File: config.mk
export PLATFORM = sky130hd
export DESIGN_NAME = decode_stage
export DESIGN_NICKNAME = d
export VERILOG_FILES = /design/src/rtl/decode_stage_pkg.sv /design/src/rtl/rv_decode_comb.sv /design/src/rtl/decode_stage.sv
export SDC_FILE = /design/constraint.sdc
export NUM_CORES = 1
export LEC_CHECK = 0
export ABC_AREA = 1
export BUFFER_PORTS_ARGS = -buffer_cell sky130_fd_sc_hd__buf_2
export CELL_PAD_IN_SITES_DETAIL_PLACEMENT = 0
export CELL_PAD_IN_SITES_GLOBAL_PLACEMENT = 1
export CORE_MARGIN = 4
export CORE_UTILIZATION = 39
export DETAILED_ROUTE_END_ITERATION = 10
export PLACE_DENSITY = 0.81
export SLEW_MARGIN = 20
export SYNTH_ARGS = -nofsm -noshare
export SYNTH_HDL_FRONTEND = slang
export SYNTH_HIERARCHICAL = 1
export SYNTH_SLANG_ARGS = --single-unit
export TNS_END_PERCENT = 10
File: constraint.sdc
create_clock -name clk -period 3.44 [get_ports clk]
set_clock_uncertainty 0.2 [all_clocks]
set_input_delay 0.688 -clock clk [delete_from_list [all_inputs] [get_ports clk]]
set_output_delay 0.688 -clock clk [all_outputs]
set_load 0.02 [all_outputs]
File: src/rtl/decode_stage_pkg.sv
// rtl/decode_stage_pkg.sv - shared decode codes, opcodes and decoded-entry record
package decode_stage_pkg;

  // ALU / branch operation codes carried in aluOperation
  localparam logic [4:0] ALU_ADD  = 5'd0;
  localparam logic [4:0] ALU_SUB  = 5'd1;
  localparam logic [4:0] ALU_SLL  = 5'd2;
  localparam logic [4:0] ALU_SLT  = 5'd3;
  localparam logic [4:0] ALU_SLTU = 5'd4;
  localparam logic [4:0] ALU_XOR  = 5'd5;
  localparam logic [4:0] ALU_SRL  = 5'd6;
  localparam logic [4:0] ALU_SRA  = 5'd7;
  localparam logic [4:0] ALU_OR   = 5'd8;
  localparam logic [4:0] ALU_AND  = 5'd9;
  localparam logic [4:0] ALU_LUI  = 5'd10;
  localparam logic [4:0] ALU_MUL  = 5'd11;
  localparam logic [4:0] ALU_MULH = 5'd12;
  localparam logic [4:0] ALU_DIV  = 5'd13;
  localparam logic [4:0] ALU_REM  = 5'd14;
  localparam logic [4:0] ALU_BEQ  = 5'd16;
  localparam logic [4:0] ALU_BNE  = 5'd17;
  localparam logic [4:0] ALU_BLT  = 5'd18;
  localparam logic [4:0] ALU_BGE  = 5'd19;
  localparam logic [4:0] ALU_BLTU = 5'd20;
  localparam logic [4:0] ALU_BGEU = 5'd21;
  localparam logic [4:0] ALU_JAL  = 5'd22;
  localparam logic [4:0] ALU_JALR = 5'd23;

  // Immediate formats carried in immediateSelect
  localparam logic [2:0] IMM_R = 3'd0;
  localparam logic [2:0] IMM_I = 3'd1;
  localparam logic [2:0] IMM_S = 3'd2;
  localparam logic [2:0] IMM_B = 3'd3;
  localparam logic [2:0] IMM_U = 3'd4;
  localparam logic [2:0] IMM_J = 3'd5;

  // RV32 major opcodes
  localparam logic [6:0] OPC_LUI    = 7'b0110111;
  localparam logic [6:0] OPC_AUIPC  = 7'b0010111;
  localparam logic [6:0] OPC_JAL    = 7'b1101111;
  localparam logic [6:0] OPC_JALR   = 7'b1100111;
  localparam logic [6:0] OPC_BRANCH = 7'b1100011;
  localparam logic [6:0] OPC_LOAD   = 7'b0000011;
  localparam logic [6:0] OPC_STORE  = 7'b0100011;
  localparam logic [6:0] OPC_OPIMM  = 7'b0010011;
  localparam logic [6:0] OPC_OP     = 7'b0110011;
  localparam logic [6:0] OPC_SYSTEM = 7'b1110011;

  localparam logic [6:0] F7_BASE = 7'b0000000;
  localparam logic [6:0] F7_ALT  = 7'b0100000;
  localparam logic [6:0] F7_MULD = 7'b0000001;

  localparam logic [31:0] INST_ECALL  = 32'h0000_0073;
  localparam logic [31:0] INST_EBREAK = 32'h0010_0073;

  // One decoded entry minus the XLEN-wide immediate, which is stored alongside
  typedef struct packed {
    logic [4:0] alu_op;
    logic [2:0] imm_sel;
    logic [4:0] rs1;
    logic [4:0] rs2;
    logic [4:0] rd;
    logic       illegal;
  } dec_entry_t;

endpackage

File: src/rtl/rv_decode_comb.sv
// rtl/rv_decode_comb.sv - combinational RV32I(+M) instruction decoder
module rv_decode_comb
  import decode_stage_pkg::*;
#(
  parameter int XLEN     = 32,
  parameter bit ENABLE_M = 1'b0
) (
  input  logic [XLEN-1:0] inst_i,
  output dec_entry_t      entry_o,
  output logic [XLEN-1:0] imm_o,
  output logic            halt_o
);

  logic [31:0] w;
  logic [6:0]  opc;
  logic [2:0]  f3;
  logic [6:0]  f7;
  logic        legal;
  logic [4:0]  alu;
  logic [2:0]  sel;
  logic [31:0] imm32;

  assign w   = inst_i[31:0];
  assign opc = w[6:0];
  assign f3  = w[14:12];
  assign f7  = w[31:25];

  // Classify the opcode/funct fields; unsupported encodings collapse to all-zero fields
  always_comb begin
    legal = 1'b0;
    alu   = ALU_ADD;
    sel   = IMM_R;
    case (opc)
      OPC_LUI:   begin legal = 1'b1; alu = ALU_LUI; sel = IMM_U; end
      OPC_AUIPC: begin legal = 1'b1; sel = IMM_U; end
      OPC_JAL:   begin legal = 1'b1; alu = ALU_JAL; sel = IMM_J; end
      OPC_JALR:  begin legal = (f3 == 3'b000); alu = ALU_JALR; sel = IMM_I; end
      OPC_BRANCH: begin
        legal = 1'b1;
        sel   = IMM_B;
        case (f3)
          3'b000:  alu = ALU_BEQ;
          3'b001:  alu = ALU_BNE;
          3'b100:  alu = ALU_BLT;
          3'b101:  alu = ALU_BGE;
          3'b110:  alu = ALU_BLTU;
          3'b111:  alu = ALU_BGEU;
          default: legal = 1'b0;
        endcase
      end
      OPC_LOAD:  begin legal = f3 inside {3'b000, 3'b001, 3'b010, 3'b100, 3'b101}; sel = IMM_I; end
      OPC_STORE: begin legal = f3 inside {3'b000, 3'b001, 3'b010}; sel = IMM_S; end
      OPC_OPIMM: begin
        legal = 1'b1;
        sel   = IMM_I;
        case (f3)
          3'b000: alu = ALU_ADD;
          3'b001: begin alu = ALU_SLL; legal = (f7 == F7_BASE); end
          3'b010: alu = ALU_SLT;
          3'b011: alu = ALU_SLTU;
          3'b100: alu = ALU_XOR;
          3'b101: begin
            alu   = (f7 == F7_ALT) ? ALU_SRA : ALU_SRL;
            legal = (f7 == F7_BASE) || (f7 == F7_ALT);
          end
          3'b110: alu = ALU_OR;
          default: alu = ALU_AND;
        endcase
      end
      OPC_OP: begin
        sel = IMM_R;
        if (f7 == F7_BASE) begin
          legal = 1'b1;
          case (f3)
            3'b000: alu = ALU_ADD;
            3'b001: alu = ALU_SLL;
            3'b010: alu = ALU_SLT;
            3'b011: alu = ALU_SLTU;
            3'b100: alu = ALU_XOR;
            3'b101: alu = ALU_SRL;
            3'b110: alu = ALU_OR;
            default: alu = ALU_AND;
          endcase
        end else if (f7 == F7_ALT) begin
          legal = (f3 == 3'b000) || (f3 == 3'b101);
          alu   = (f3 == 3'b000) ? ALU_SUB : ALU_SRA;
        end else if (f7 == F7_MULD) begin
          // Signedness variants share one code: MULH*, DIV/DIVU, REM/REMU
          legal = ENABLE_M;
          case (f3[2:1])
            2'b00:   alu = f3[0] ? ALU_MULH : ALU_MUL;
            2'b01:   alu = ALU_MULH;
            2'b10:   alu = ALU_DIV;
            default: alu = ALU_REM;
          endcase
        end
      end
      OPC_SYSTEM: begin
        legal = (w == INST_ECALL) || (w == INST_EBREAK);
        sel   = IMM_I;
      end
      default: legal = 1'b0;
    endcase
    if (!legal) begin
      alu = ALU_ADD;
      sel = IMM_R;
    end
  end

  // Assemble the immediate for the selected format; R-type and illegal give zero
  always_comb begin
    imm32 = 32'd0;
    case (sel)
      IMM_I: imm32 = {{20{w[31]}}, w[31:20]};
      IMM_S: imm32 = {{20{w[31]}}, w[31:25], w[11:7]};
      IMM_B: imm32 = {{19{w[31]}}, w[31], w[7], w[30:25], w[11:8], 1'b0};
      IMM_U: imm32 = {w[31:12], 12'd0};
      IMM_J: imm32 = {{11{w[31]}}, w[31], w[19:12], w[20], w[30:21], 1'b0};
      default: imm32 = 32'd0;
    endcase
  end

  assign imm_o = XLEN'($signed(imm32));

  assign entry_o.alu_op  = alu;
  assign entry_o.imm_sel = sel;
  assign entry_o.rs1     = w[19:15];
  assign entry_o.rs2     = w[24:20];
  assign entry_o.rd      = w[11:7];
  assign entry_o.illegal = !legal;

  assign halt_o = (w == INST_ECALL) || (w == INST_EBREAK);

endmodule

File: src/rtl/decode_stage.sv
// rtl/decode_stage.sv - decode stage with FIFO output buffer and ECALL/EBREAK halt
module decode_stage
  import decode_stage_pkg::*;
#(
  parameter int DEPTH    = 2,
  parameter bit ENABLE_M = 1'b0,
  parameter int XLEN     = 32
) (
  input  logic            clk,
  input  logic            rst_n,
  input  logic            in_valid,
  output logic            in_ready,
  input  logic [XLEN-1:0] inst,
  input  logic            flush,
  input  logic            resume,
  output logic            out_valid,
  input  logic            out_ready,
  output logic [4:0]      aluOperation,
  output logic [2:0]      immediateSelect,
  output logic [XLEN-1:0] imm,
  output logic [4:0]      rs1,
  output logic [4:0]      rs2,
  output logic [4:0]      rd,
  output logic            illegal,
  output logic            stop
);

  localparam int PW = (DEPTH > 1) ? $clog2(DEPTH) : 1;
  localparam logic [PW:0]   DEPTH_C = DEPTH[PW:0];
  localparam logic [PW:0]   CNT_ONE = 1;
  localparam logic [PW-1:0] PTR_ONE = 1;

  logic [PW-1:0] wr_ptr_q, wr_ptr_d;
  logic [PW-1:0] rd_ptr_q, rd_ptr_d;
  logic [PW:0]   count_q, count_d;
  logic          halt_q, halt_d;

  dec_entry_t      entry_mem [DEPTH];
  logic [XLEN-1:0] imm_mem   [DEPTH];

  dec_entry_t      dec_entry;
  logic [XLEN-1:0] dec_imm;
  logic            dec_halt;
  logic            full;
  logic            accept;
  logic            pop;
  dec_entry_t      head;

  rv_decode_comb #(
    .XLEN     (XLEN),
    .ENABLE_M (ENABLE_M)
  ) u_dec (
    .inst_i  (inst),
    .entry_o (dec_entry),
    .imm_o   (dec_imm),
    .halt_o  (dec_halt)
  );

  assign full      = (count_q == DEPTH_C);
  assign out_valid = (count_q != '0);
  // No same-cycle pass-through: a pop never frees a slot for this cycle's input
  assign in_ready  = rst_n & !full & !halt_q & !flush;
  assign accept    = in_valid & in_ready;
  assign pop       = out_valid & out_ready;

  // Buffer pointer/count and halt next-state; flush clears the buffer but not halt
  always_comb begin
    wr_ptr_d = wr_ptr_q;
    rd_ptr_d = rd_ptr_q;
    count_d  = count_q;
    halt_d   = halt_q;
    if (flush) begin
      wr_ptr_d = '0;
      rd_ptr_d = '0;
      count_d  = '0;
    end else begin
      if (accept) wr_ptr_d = wr_ptr_q + PTR_ONE;
      if (pop)    rd_ptr_d = rd_ptr_q + PTR_ONE;
      if (accept && !pop)      count_d = count_q + CNT_ONE;
      else if (!accept && pop) count_d = count_q - CNT_ONE;
    end
    if (resume)             halt_d = 1'b0;
    if (accept && dec_halt) halt_d = 1'b1;
  end

  // Control state register
  always_ff @(posedge clk or negedge rst_n) begin
    if (!rst_n) begin
      wr_ptr_q <= '0;
      rd_ptr_q <= '0;
      count_q  <= '0;
      halt_q   <= 1'b0;
    end else begin
      wr_ptr_q <= wr_ptr_d;
      rd_ptr_q <= rd_ptr_d;
      count_q  <= count_d;
      halt_q   <= halt_d;
    end
  end

  // Entry storage; contents only matter while counted, so no reset
  always_ff @(posedge clk) begin
    if (accept) begin
      entry_mem[wr_ptr_q] <= dec_entry;
      imm_mem[wr_ptr_q]   <= dec_imm;
    end
  end

  assign head            = entry_mem[rd_ptr_q];
  assign aluOperation    = out_valid ? head.alu_op  : '0;
  assign immediateSelect = out_valid ? head.imm_sel : '0;
  assign imm             = out_valid ? imm_mem[rd_ptr_q] : '0;
  assign rs1             = out_valid ? head.rs1     : '0;
  assign rs2             = out_valid ? head.rs2     : '0;
  assign rd              = out_valid ? head.rd      : '0;
  assign illegal         = out_valid ? head.illegal : 1'b0;
  assign stop            = halt_q;

endmodule

==> results_dict.tcl <==
set metrics [dict create \
    timing.final.crit_share_pct 86.5 \
    place_congestion 0.895 \
    drc 0 \
    fillerInstances 1387 \
    clkTransAtPathRegs_ns 0.05 \
    ys_types 34 \
    die_w_um 129 \
    cp_top_family "buffers and inverters" \
    antenna_found_initial 0 \
    rsz0062_at_grt "false" \
    ant_nets 0 \
    setup_ws_ns 0.465 \
    diodes 0 \
    synth_area_leader_cell "edfxtp_1" \
    fp-row-count 44 \
    p_int_mw 3.13 \
    worstSetupPathType "reg2out" \
    p_per_area_mw_per_mm2 688 \
    synth_flop_cell "edfxtp_1" \
    placed_area_mm2 0.00635 \
    vias_per_cell 5.08 \
    die_y_um 129 \
    grt_pass1_vias 4407 \
    wl_per_cell_um 17.4 \
    hold_path_class "in2reg" \
    cp-end-kind "primary output" \
    root_buffer "clkbuf_16" \
    initial_core_util_pct 39.7 \
    netlist_area_mm2 0.00575 \
    crit_chain "nor2_4 -> buf_4 -> a21oi_1 -> buf_2" \
    worst_pin_slew_ns 0.632 \
    grt_overflow 0 \
    area_growth_pct 20.5 \
    vias 4469 \
    ios 97 \
    fin_tns_setup_ns 0 \
    synthArstFlopShare_pct 4.27 \
    synth_common_cells "nand2_1, edfxtp_1, a21oi_1" \
    p_switching_mw 1.64 \
    dieArea_mm2 0.0167 \
    cp_max_fo 26 \
    ys_top_cells_by_area "edfxtp_1, nand2_1, a21oi_1, nor2_1, inv_1" \
    first_pass_iters 5 \
    grt_start_max_net_pins 59 \
    syn_inst 599 \
    synth_top_area_share_pct 58.5 \
    leakagePower_nw 2.96 \
    htreeDepth 4 \
    hold_viol 0 \
    status "completed" \
    nets 726 \
    final_design_area_no_fill_mm2 0.00693 \
    dp_hpwl_mm 10.7 \
    critPathRequiredTime_ns 2.55 \
    cp.arrival_ns 2.09 \
    yosysWarningCount 6 \
    cts_tree "done" \
    pwr-share-comb_pct 29.6 \
    place_ws_ns 0.578 \
    critPathBufInv 2 \
    drv_cap 0 \
    synth_edf_count 112 \
    drive_gt1_share_pct 24.3 \
    worstSetupStartpointType "flip-flop" \
    drtIter0Drc 316 \
    setup_viol 0 \
    clockPowerShare_pct 35.6 \
    layout_min_cycle_time_ns 2.97 \
    synth-seq-cells 117 \
    fin_util_pct 47.8 \
    grtUsageTotal_pct 18.7 \
    crit_slowest_cell "nor2_4" \
    synth_most_common_cell "nand2_1" \
    yosysSeqAreaShare_pct 60.7 \
    wirelength_mm 15.3 \
    numCtsBuffers 17 \
    cts_setup_buffers 0 \
    total_power_mw 4.76 \
    p_sw_share_pct 34.4 \
    slew_violations 0 \
    avgSynthCellArea_um2 9.59 \
    peakVddDrop_mv 0.337 \
    cts.sinks 117 \
    clk_latency_ns 0.40 \
    synth_nets 639 \
    clockBufferDepth 2 \
    max_stage_delay_ns 0.53 \
    fmax_ghz 0.336 \
    grt_first_pass_wirelength_mm 23.7 \
    coreArea_mm2 0.0145 \
    seqPwrFrac_pct 34.8 \
    numPortBuffers 96 \
    relSlewSlack_pct 57.8 \
]
-- stage by stage --
stage | instances | hold WS, ns
floorplan | 599 | 0.192
global route | 880 | 0.279
detailed placement | 850 | 0.322
finish | 880 | 0.280
global placement | 850 | 0.317
CTS | 880 | 0.256
-- layout make-up --
type	count	area, um^2	area share [%]
clock inverter	11	138	1.99
inverter	50	190	2.75
multi-input combinational	396	1870	27.0
sequential	117	3490	50.4
clock buffer	18	429	6.20
tap	184	230	3.32
timing repair buffer	104	581	8.38
-- worst register-to-register path, delay by kind of cell, from the launching register on --
kind	cells	cell delay (ns)
buffers and inverters	2	0.39
AND/OR/NAND/NOR	4	0.46
flip-flops	1	0.43
-- repair_timing --
item | in CTS | in global routing
hold endpoints to repair | 5 | 0
setup endpoints to repair | 0 | 0
hold buffers | 1 | 0
resized for setup | 0 | 0
-- final timing paths --
check	from	to	slack, ns	depth (start not counted)
max in group asynchronous	rst_n	wr_ptr_q$_DFFE_PN0P_	2.44	2
min	resume	stop$_DFFE_PN0P_	0.28	2
min in group asynchronous	rst_n	stop$_DFFE_PN0P_	0.45	2
max reg2reg	count_q[1]$_DFFE_PN0P_	entry_mem[1][2]$_DFFE_PP_	1.59	6
max	count_q[0]$_DFFE_PN0P_	imm[24]	0.47	4
min reg2reg	stop$_DFFE_PN0P_	stop$_DFFE_PN0P_	0.37	2
-- placed cells by master, fill, tap and decap left out --
cell type	netlist	layout
nand2_1	192	192
edfxtp_1	112	112
buf_2	14	96
a21oi_1	70	70
nor2_1	45	43
inv_1	41	41
nand3_1	22	22
clkbuf_16	0	17
o21ai_0	13	13
inv_2	8	8
nand2_2	8	8
nor2_4	4	7
nand4_1	7	7
o21ai_2	7	7
dfrtp_1	5	5
nor2_2	5	4
buf_4	15	4
clkinvlp_4	0	3
bufinv_16	0	3
clkinv_1	0	3
buf_12	0	3
o21ai_1	2	2
nor4_1	2	2
nor3_1	2	2
nand2_8	2	2
nand3_2	2	2
o221ai_1	2	2
a31oi_1	2	2
o21bai_1	2	2
ha_1	2	2
clkinv_4	0	1
clkinv_2	0	1
clkbuf_1	5	1
dlygate4sd3_1	0	1
or2_2	1	1
nand2_4	1	1
inv_4	1	1
a211oi_1	1	1
o21a_1	1	1
o32ai_1	1	1
-- logic make-up (layout without fill, tap and decap cells) --
group	after synthesis	after routing	synth area share (%)
simple gates	293	293	22.1
compound gates	101	101	9.67
fa+ha+maj	2	2	0.435
flops	117	117	60.7
buf+inv	86	183	7.10
-- power by group through the flow --
stage          clock (mW)  combinational, mW  sequential [mW]
2_1_floorplan           0              0.924             1.68
3_3_place_gp            0               1.43             1.68
3_5_place_dp            0               1.44             1.68
4_1_cts              1.73               1.44             1.66
5_1_grt              1.79               1.54             1.66
6_report             1.70               1.41             1.66
-- flip-flops by register name, summed over array words and instances (netlist names) --
register   flops
count_q        2
entry_mem     48
imm_mem       64
rd_ptr_q       1
stop           1
wr_ptr_q       1
-- routing by layer --
layer / GRT usage, % / vias up / routed length [um] / part of all wire, %
met5: 0 / - / 0 / 0
met4: 5.13 / 0 / 224 / 1.5
met3: 4.20 / 18 / 887 / 5.8
met2: 31.6 / 155 / 7640 / 50
met1: 24.3 / 2119 / 6580 / 43
li1: - / 2177 / - / -
Note: power is estimated with default switching activity, not from simulation.
